===== config.mk =====
export PLATFORM = sky130hd
export DESIGN_NAME = push_debounce_pulse
export DESIGN_NICKNAME = d
export VERILOG_FILES = /design/src/rtl/push_debounce_pulse.sv
export SDC_FILE = /design/constraint.sdc
export NUM_CORES = 1
export LEC_CHECK = 0
export ABC_AREA = 1
export CAP_MARGIN = 10
export CORE_MARGIN = 2
export CORE_UTILIZATION = 54
export DETAILED_ROUTE_END_ITERATION = 7
export DONT_BUFFER_PORTS = 1
export GPL_TIMING_DRIVEN = 0
export PLACE_DENSITY_LB_ADDON = 0.1
export SYNTH_ARGS = -nofsm -noshare
export SYNTH_HDL_FRONTEND = slang
export SYNTH_SLANG_ARGS = --single-unit

===== constraint.sdc =====
create_clock -name i_Clk -period 1.9 [get_ports i_Clk]
set_input_delay 0.285 -clock i_Clk [delete_from_list [all_inputs] [get_ports i_Clk]]
set_output_delay 0.285 -clock i_Clk [all_outputs]
set_load 0.05 [all_outputs]

===== src/rtl/push_debounce_pulse.sv =====
// Two-channel push-button conditioner: synchronize, debounce and turn each accepted press into a one-cycle pulse.
// Optional auto-repeat while a button stays pressed is enabled by defining PUSH_AUTO_REPEAT_EN.
module push_debounce_pulse #(
  parameter int DEBOUNCE_CYCLES = 500000,
  parameter int CNT_W           = 20,
  parameter bit PUSH_ACTIVE_LOW = 1'b0,
  parameter int REPEAT_DELAY    = 25000000,
  parameter int REPEAT_PERIOD   = 5000000
) (
  input  logic       i_Clk,
  input  logic       i_Rst,
  input  logic [1:0] i_Push_Raw,
  output logic [1:0] o_Push,
  output logic [1:0] o_Held
);

  localparam logic [CNT_W-1:0] DB_LAST  = CNT_W'(DEBOUNCE_CYCLES - 1);
  localparam logic [1:0]       IDLE_LVL = PUSH_ACTIVE_LOW ? 2'b11 : 2'b00;

  // Reject parameter sets the counters cannot represent at elaboration time.
  if ((DEBOUNCE_CYCLES < 2) || (DEBOUNCE_CYCLES > (2 ** CNT_W) - 1) ||
      (REPEAT_DELAY < 1) || (REPEAT_PERIOD < 1)) begin : g_bad_params
    $error("push_debounce_pulse: illegal parameter combination");
  end

`ifdef PUSH_AUTO_REPEAT_EN
  localparam int RPT_MAX = (REPEAT_DELAY > REPEAT_PERIOD) ? REPEAT_DELAY : REPEAT_PERIOD;
  localparam int RPT_W   = $clog2(RPT_MAX + 1);
  localparam logic [RPT_W-1:0] RPT_DELAY_LAST  = RPT_W'(REPEAT_DELAY - 1);
  localparam logic [RPT_W-1:0] RPT_PERIOD_LAST = RPT_W'(REPEAT_PERIOD - 1);
`endif

  typedef enum logic [1:0] {
    RELEASED     = 2'd0,
    PRESS_WAIT   = 2'd1,
    PRESSED      = 2'd2,
    RELEASE_WAIT = 2'd3
  } state_t;

  logic [1:0] sync_a;
  logic [1:0] sync_b;
  logic [1:0] sync;
  logic [1:0] press_evt;
  logic [1:0] held_nxt;

  // Two-flop synchronizer; flops idle at the released pin level so reset looks like "not pressed".
  always_ff @(posedge i_Clk or negedge i_Rst) begin
    if (!i_Rst) begin
      sync_a <= IDLE_LVL;
      sync_b <= IDLE_LVL;
    end else begin
      sync_a <= i_Push_Raw;
      sync_b <= sync_a;
    end
  end

  assign sync = PUSH_ACTIVE_LOW ? ~sync_b : sync_b;

  for (genvar ch = 0; ch < 2; ch++) begin : g_ch
    state_t           state;
    state_t           state_nxt;
    logic [CNT_W-1:0] cnt;
    logic [CNT_W-1:0] cnt_nxt;
    logic [CNT_W-1:0] cnt_inc;
    logic             deb_evt;
    logic             rpt_evt;

    always_ff @(posedge i_Clk or negedge i_Rst) begin
      if (!i_Rst) begin
        state <= RELEASED;
        cnt   <= '0;
      end else begin
        state <= state_nxt;
        cnt   <= cnt_nxt;
      end
    end

    assign cnt_inc = (cnt == '1) ? cnt : cnt + 1'b1;

    // A wait state falls back as soon as the level disagrees, so any glitch restarts qualification.
    always_comb begin
      state_nxt = state;
      cnt_nxt   = cnt;
      deb_evt   = 1'b0;
      unique case (state)
        RELEASED: begin
          if (sync[ch]) begin
            state_nxt = PRESS_WAIT;
            cnt_nxt   = '0;
          end
        end
        PRESS_WAIT: begin
          if (!sync[ch]) begin
            state_nxt = RELEASED;
            cnt_nxt   = '0;
          end else if (cnt == DB_LAST) begin
            state_nxt = PRESSED;
            cnt_nxt   = '0;
            deb_evt   = 1'b1;
          end else begin
            cnt_nxt = cnt_inc;
          end
        end
        PRESSED: begin
          if (!sync[ch]) begin
            state_nxt = RELEASE_WAIT;
            cnt_nxt   = '0;
          end
        end
        RELEASE_WAIT: begin
          if (sync[ch]) begin
            state_nxt = PRESSED;
            cnt_nxt   = '0;
          end else if (cnt == DB_LAST) begin
            state_nxt = RELEASED;
            cnt_nxt   = '0;
          end else begin
            cnt_nxt = cnt_inc;
          end
        end
        default: begin
          state_nxt = RELEASED;
          cnt_nxt   = '0;
        end
      endcase
    end

`ifdef PUSH_AUTO_REPEAT_EN
    logic [RPT_W-1:0] rpt_cnt;
    logic [RPT_W-1:0] rpt_cnt_nxt;
    logic [RPT_W-1:0] rpt_last;
    logic             rpt_first;
    logic             rpt_first_nxt;

    assign rpt_last = rpt_first ? RPT_DELAY_LAST : RPT_PERIOD_LAST;

    // Repeat timing only advances while the channel stays in PRESSED; any other path rearms the first delay.
    always_comb begin
      rpt_cnt_nxt   = '0;
      rpt_first_nxt = 1'b1;
      rpt_evt       = 1'b0;
      if ((state == PRESSED) && (state_nxt == PRESSED)) begin
        if (rpt_cnt == rpt_last) begin
          rpt_evt       = 1'b1;
          rpt_first_nxt = 1'b0;
        end else begin
          rpt_cnt_nxt   = (rpt_cnt == '1) ? rpt_cnt : rpt_cnt + 1'b1;
          rpt_first_nxt = rpt_first;
        end
      end
    end

    always_ff @(posedge i_Clk or negedge i_Rst) begin
      if (!i_Rst) begin
        rpt_cnt   <= '0;
        rpt_first <= 1'b1;
      end else begin
        rpt_cnt   <= rpt_cnt_nxt;
        rpt_first <= rpt_first_nxt;
      end
    end
`else
    assign rpt_evt = 1'b0;
`endif

    assign press_evt[ch] = deb_evt | rpt_evt;
    assign held_nxt[ch]  = (state_nxt == PRESSED) || (state_nxt == RELEASE_WAIT);
  end

  // Simultaneous events on both channels are dropped so the counter never sees up and down together.
  always_ff @(posedge i_Clk or negedge i_Rst) begin
    if (!i_Rst) begin
      o_Push <= 2'b00;
      o_Held <= 2'b00;
    end else begin
      o_Push <= (press_evt == 2'b11) ? 2'b00 : press_evt;
      o_Held <= held_nxt;
    end
  end

endmodule

# Word-level counts from Yosys, hierarchy flattened
# Cells that the tools add are included.
op_classes:
  add_sub_neg: 2
  n_eq_ne: 19
  muxes: 35
  reduce_logical: 6
op_table:
  columns: ["operator", "n"]
  rows:
  - ["$mux 20", 12]
  - ["$pmux 20 s4", 2]
  - ["$add 20x1->20 const B", 2]
  - ["$eq 20x19->1 const B", 2]
  - ["$eq 20x20->1 const B", 2]
  - ["$mux 2", 13]
  - ["$eq 2x2->1 const B", 9]
  - ["$pmux 2 s4", 2]
  - ["$ne 2x2->1 const B", 4]
  - ["$mux 1", 6]
  - ["$eq 2x1->1 const B", 2]
  - ["$logic_not 2->1", 2]
  - ["$reduce_and 2->1", 2]
  - ["$logic_or 1x1->1", 2]
totals:
  reg_bits: 52
  inputBits: 4
  word_cells: 70

# Depth between registers and ports, before layout
depth:
  ltp_word: 6
  ltp_mapped: 11
  mapped_depth_nobuf: 10

# Worst setup path before layout
# Ideal clock, no wire load.
synth_path:
  path_kind: "flip-flop to flip-flop"
  startpoint: "register g_ch[1].cnt[0]"
  endpoint: "register g_ch[1].cnt[13]"
  setup_ns: 0.121
  arrival_ns: 1.425
  required_time_ns: 1.779
  slack_ns: 0.355
  path_stages_with_launch: 10
  n_path_buf: 1
  cell_sequence: "dfrtp_1 > ha_1 > nand2_2 > nor2_4 > nand2_1 > nor2_2 > nand3_2 > buf_2 > a21oi_1 > a21oi_1"
synth_between:
  elab_chain_cells: 5
synth_lines:
  columns: ["element", "line_no", "source"]
  rows:
  - ["start: declaration", "62", "logic [CNT_W-1:0] cnt;"]
  - ["start signal: assignment", "74", "cnt <= cnt_nxt;"]
  - ["$add 20x1->20 or $eq 20x20->1 (tied branches)", "78", "assign cnt_inc = (cnt == '1) ? cnt : cnt + 1'b1;"]
  - ["$mux 20", "78", null]
  - ["$mux 20 *", "96, 114", null]
  - ["$mux 20 (on tied branches)", "111, 93", null]
  - ["$pmux 20 s4 *", "85", "unique case (state)"]
# Mark *: on every way between the ends. The rest lies on a longest branch, timed or not.
# A chain may end at the register's enable or synchronous reset.

# Worst setup path in the final report
layout_path:
  startpoint: "register g_ch[1].cnt[1]"
  endpoint: "register g_ch[1].cnt[13]"
# Same word-level chain as after synthesis.

==> summary.txt <==
Critical path
  • Critical Path RT: 2090 ps
  • Worst Path Arrival: 1960 ps
  • Reg-to-Reg Start: g_ch[1].cnt[1]
  • Crit Path Max Fanout: 10
  • Reg2reg end: g_ch[1].cnt[13]
  • Crit start category: flip-flop
  • R2R cell count: 9
  • CP Cell Sequence: ha_2 > nand2_2 > nor2_4 > nand2_1 > nor2_2 > nand3_2 > clkbuf_4 > a21oi_1 > a21oi_1
  • Reg-to-reg slack, setup: 130 ps
  • CP delay by family, top: simple AND/OR/NAND/NOR gates
  • WS Path Type: reg2reg
  • Crit path largest cell delay: roughly 400 ps
  • CP most frequent cell: a21oi_1
  • Crit path buffers/inverters: 1
  • Crit end category: flip-flop
  • Crit-path slowest cell: dfrtp_1

Logic synthesis
  • Syn Inst Count: 499
  • Synth area leaders: dfrtp_1, nand2_1, nand3_1
  • Share of the synthesized area in the top cell type: 0.385
  • Sequential cell area fraction in the yosys report: 0.385
  • Post-synth cell types: 33
  • Post-synth EDFFs: 0
  • Synth Area per Inst: 6.65 um2
  • Number of synthesized register bits: 51
  • Ys async rst share: 1.00
  • Dominant synthesized flop cell: dfrtp_1
  • Ys Warns: 0
  • Area leader, netlist: dfrtp_1
  • Mapped Nets: 505
  • Syn Std Cell Area: 0.00332 mm2

Drt
  • Post-DRT Antenna Nets: 0
  • Vias per cell: 5.19
  • Drt drc: 0
  • TritonRoute pass-1 iters: 4
  • DR vias: 3059
  • Final WL: 7.38 mm
  • 1st-iter DRT viols: 118
  • Wirelength per Cell: about 13 um

Global route
  • Tot GR Track Use: 0.242
  • Via count of the first global-routing pass: 2850
  • Antenna violations before repair: 0
  • Largest net degree at the start of global routing: 52
  • Global-route wire length before repair: around 13 mm
  • GRT overflow: 0

Hold path
  • Min-Delay Startpoint: sync_a[1]
  • Hold path cells: 0
  • Hold endpoint: sync[1]
  • Worst min-delay path class: reg2reg

Placed design
  • DP Wirelength: 5.42 mm
  • Final GP Congestion: 0.843
  • Place WS: 97.1 ps
  • Placed inst area: 0.00341 mm2
  • Port bufs: 0

Clocking
  • Worst-path clk slew: 100 ps
  • Clock Sinks: approximately 50
  • CTS tree: built
  • H-tree Lvls: 2
  • Clock Tree Buf Depth: 2
  • Root buffer cell: clkbuf_8
  • Num CTS Buffers: 5
  • Worst skew pair latency: ~300 ps

Timing
  • Worst setup margin: 125 ps
  • Final Max Tran Viols: 0
  • Clk_skew: 10.8 ps
  • Final period utilization: 0.934
  • Final setup violation count: 0
  • RSZ-0062 raised after global routing: yes
  • Final hold viol count: 0
  • Slew of the pin with the lowest slew margin: 510 ps
  • Fmax: around 560 MHz
  • Clock period minus worst slack: 1770 ps
  • Slew HR: 0.660

Floorplanning
  • Core area: 0.00592 mm2
  • Io pins: 8
  • Die ar.: 0.00679 mm2
  • Starting Density: 0.560
  • Die height: 82.4 um
  • FP Rows: 28
  • Width of the die: slightly above 80 um

Finish
  • Share of layout cells above drive strength 1: 0.0837
  • Net count reported at finish: 520
  • Fill count: roughly 580
  • Syn-to-layout area delta: 8.45%
  • Fin util: 0.608
  • N_diodes: 0
  • Area of the multi-input gates: 0.00171 mm2
  • FF/Latch Area: 0.00128 mm2
  • Design Area, Final: 0.00360 mm2

Power and ir drop
  • Leak: 1.79 nW
  • Total power: 0.00186 W
  • Pwr dens: 517 mW/mm2
  • Max rail drop VDD: 0.362 mV

Run
  • Max-cap check violation count: 0

Status
  • Status: complete, no violations
-- layer usage --
layer / vias up / part of all wire / GRT usage
li1: 1596 / - / -
met1: 1425 / 0.45 / 0.296
met2: 32 / 0.52 / 0.443
met3: 6 / 0.021 / 0.0348
met4: 0 / 0.010 / 0.0650
met5: - / 0 / 0
-- Yosys cell counts (2+ instances only) --
master,n
buf_4,2
nand2_2,3
nor2_4,2
buf_6,4
dfrtp_1,51
nand3_1,68
buf_2,4
inv_1,66
o21ai_0,9
nand3b_1,2
nand4_1,10
nand3_2,2
o211ai_1,2
nor2_2,5
ha_1,2
a21oi_1,16
o21ai_1,2
xnor2_1,2
nor3_1,6
nor2_1,63
nand2_1,166
-- worst register-to-register path, cell delays in order, from the launching register on --
cell and delay, ps:
dfrtp_1 400, ha_2 260, nand2_2 100, nor2_4 120
nand2_1 100, nor2_2 120, nand3_2 120, clkbuf_4 230
a21oi_1 160, a21oi_1 50
-- sequential cells by signal, indices dropped and copies added, names as in the netlist --
name,flops
g_ch.cnt,40
g_ch.state,4
o_Push,2
sync,2
sync_a,2
o_Held,1
-- how the worst max path moves through the flow --
stage	from	endpoint	slack (ps)	cells past startpoint
after detailed placement	g_ch[1].cnt[0]	g_ch[1].cnt[13]	100	9
after floorplan	g_ch[1].cnt[0]	g_ch[1].cnt[13]	350	9
after CTS	g_ch[1].cnt[0]	g_ch[1].cnt[13]	70	9
after global placement	g_ch[1].cnt[0]	g_ch[1].cnt[13]	150	9
final	g_ch[1].cnt[1]	g_ch[1].cnt[13]	130	9
after global routing	g_ch[0].cnt[0]	g_ch[0].cnt[5]	-9	9
-- metrics by stage --
step | setup TNS, ps | cells | hold slack (ps)
after floorplan | 0 | 499 | -10.6
after global routing | -9.23 | 589 | 362
after global placement | 0 | 574 | -9.63
final | 0 | 589 | 352
after detailed placement | 0 | 574 | -9.48
after CTS | 0 | 585 | 361
-- repair_timing --
action                                 in CTS  in global routing
hold buffers                                4                  0
endpoints found under the hold margin      53                  0
setup endpoints to repair                   0                 30
buffers inserted                            0                  4
gates resized for setup                     0                  7
-- kinds of logic after synthesis --
family | after synthesis | synth area share
simple gates | 333 | 0.447
buf+inv | 78 | 0.101
fa+ha+maj | 2 | 0.00754
compound gates | 32 | 0.0517
xor+xnor | 3 | 0.00792
flops | 51 | 0.385
-- power by group --
group | leakage (nW) | total [W] | switching [W] | internal [W]
registers | 0.696 | 0.00111 | 0.0000119 | 0.00110
clock network | 0.0440 | 0.000620 | 0.000367 | 0.000253
logic | 1.05 | 0.000131 | 0.0000848 | 0.0000467
-- cells in the final DEF, fill, tap and decap left out --
cell type      synthesis  final
nand3_4                1      1
nand3_2                2      2
nor3_4                 1      1
a31oi_1                1      1
clkbuf_1               1      1
xnor2_1                2      2
ha_2                   0      2
buf_4                  2      7
nand3b_1               2      2
o211ai_1               2      2
dlygate4sd3_1          0      3
nand4_1               10     10
o21a_1                 1      1
buf_2                  4      2
nor2_2                 5      5
o21ai_0                9      9
nand3_1               68     68
nand2_1              166    165
nor3_1                 6      6
buf_6                  4      4
buf_16                 0      1
a21oi_1               16     16
o21ai_1                2      2
clkbuf_4               0      1
nor2_8                 1      1
inv_1                 66     66
dfrtp_1               51     51
nand4_2                1      1
o21bai_1               1      1
clkbuf_8               0      5
nor2_1                63     63
clkinv_2               0      1
clkinv_4               0      1
clkinvlp_4             0      1
nor2_4                 2      2
nor3_2                 1      1
or2_1                  1      1
nand2_2                3      4
xor2_1                 1      1
-- layout make-up --
cell class	instances	area share
buffer	11	0.0247
clock buffer	5	0.0191
clock inverter	2	0.00383
inverter	67	0.0710
multi-input combinational	370	0.476
sequential	51	0.355
tap	75	0.0261
timing repair buffer	8	0.0243
(Power assumes the default switching activity.)
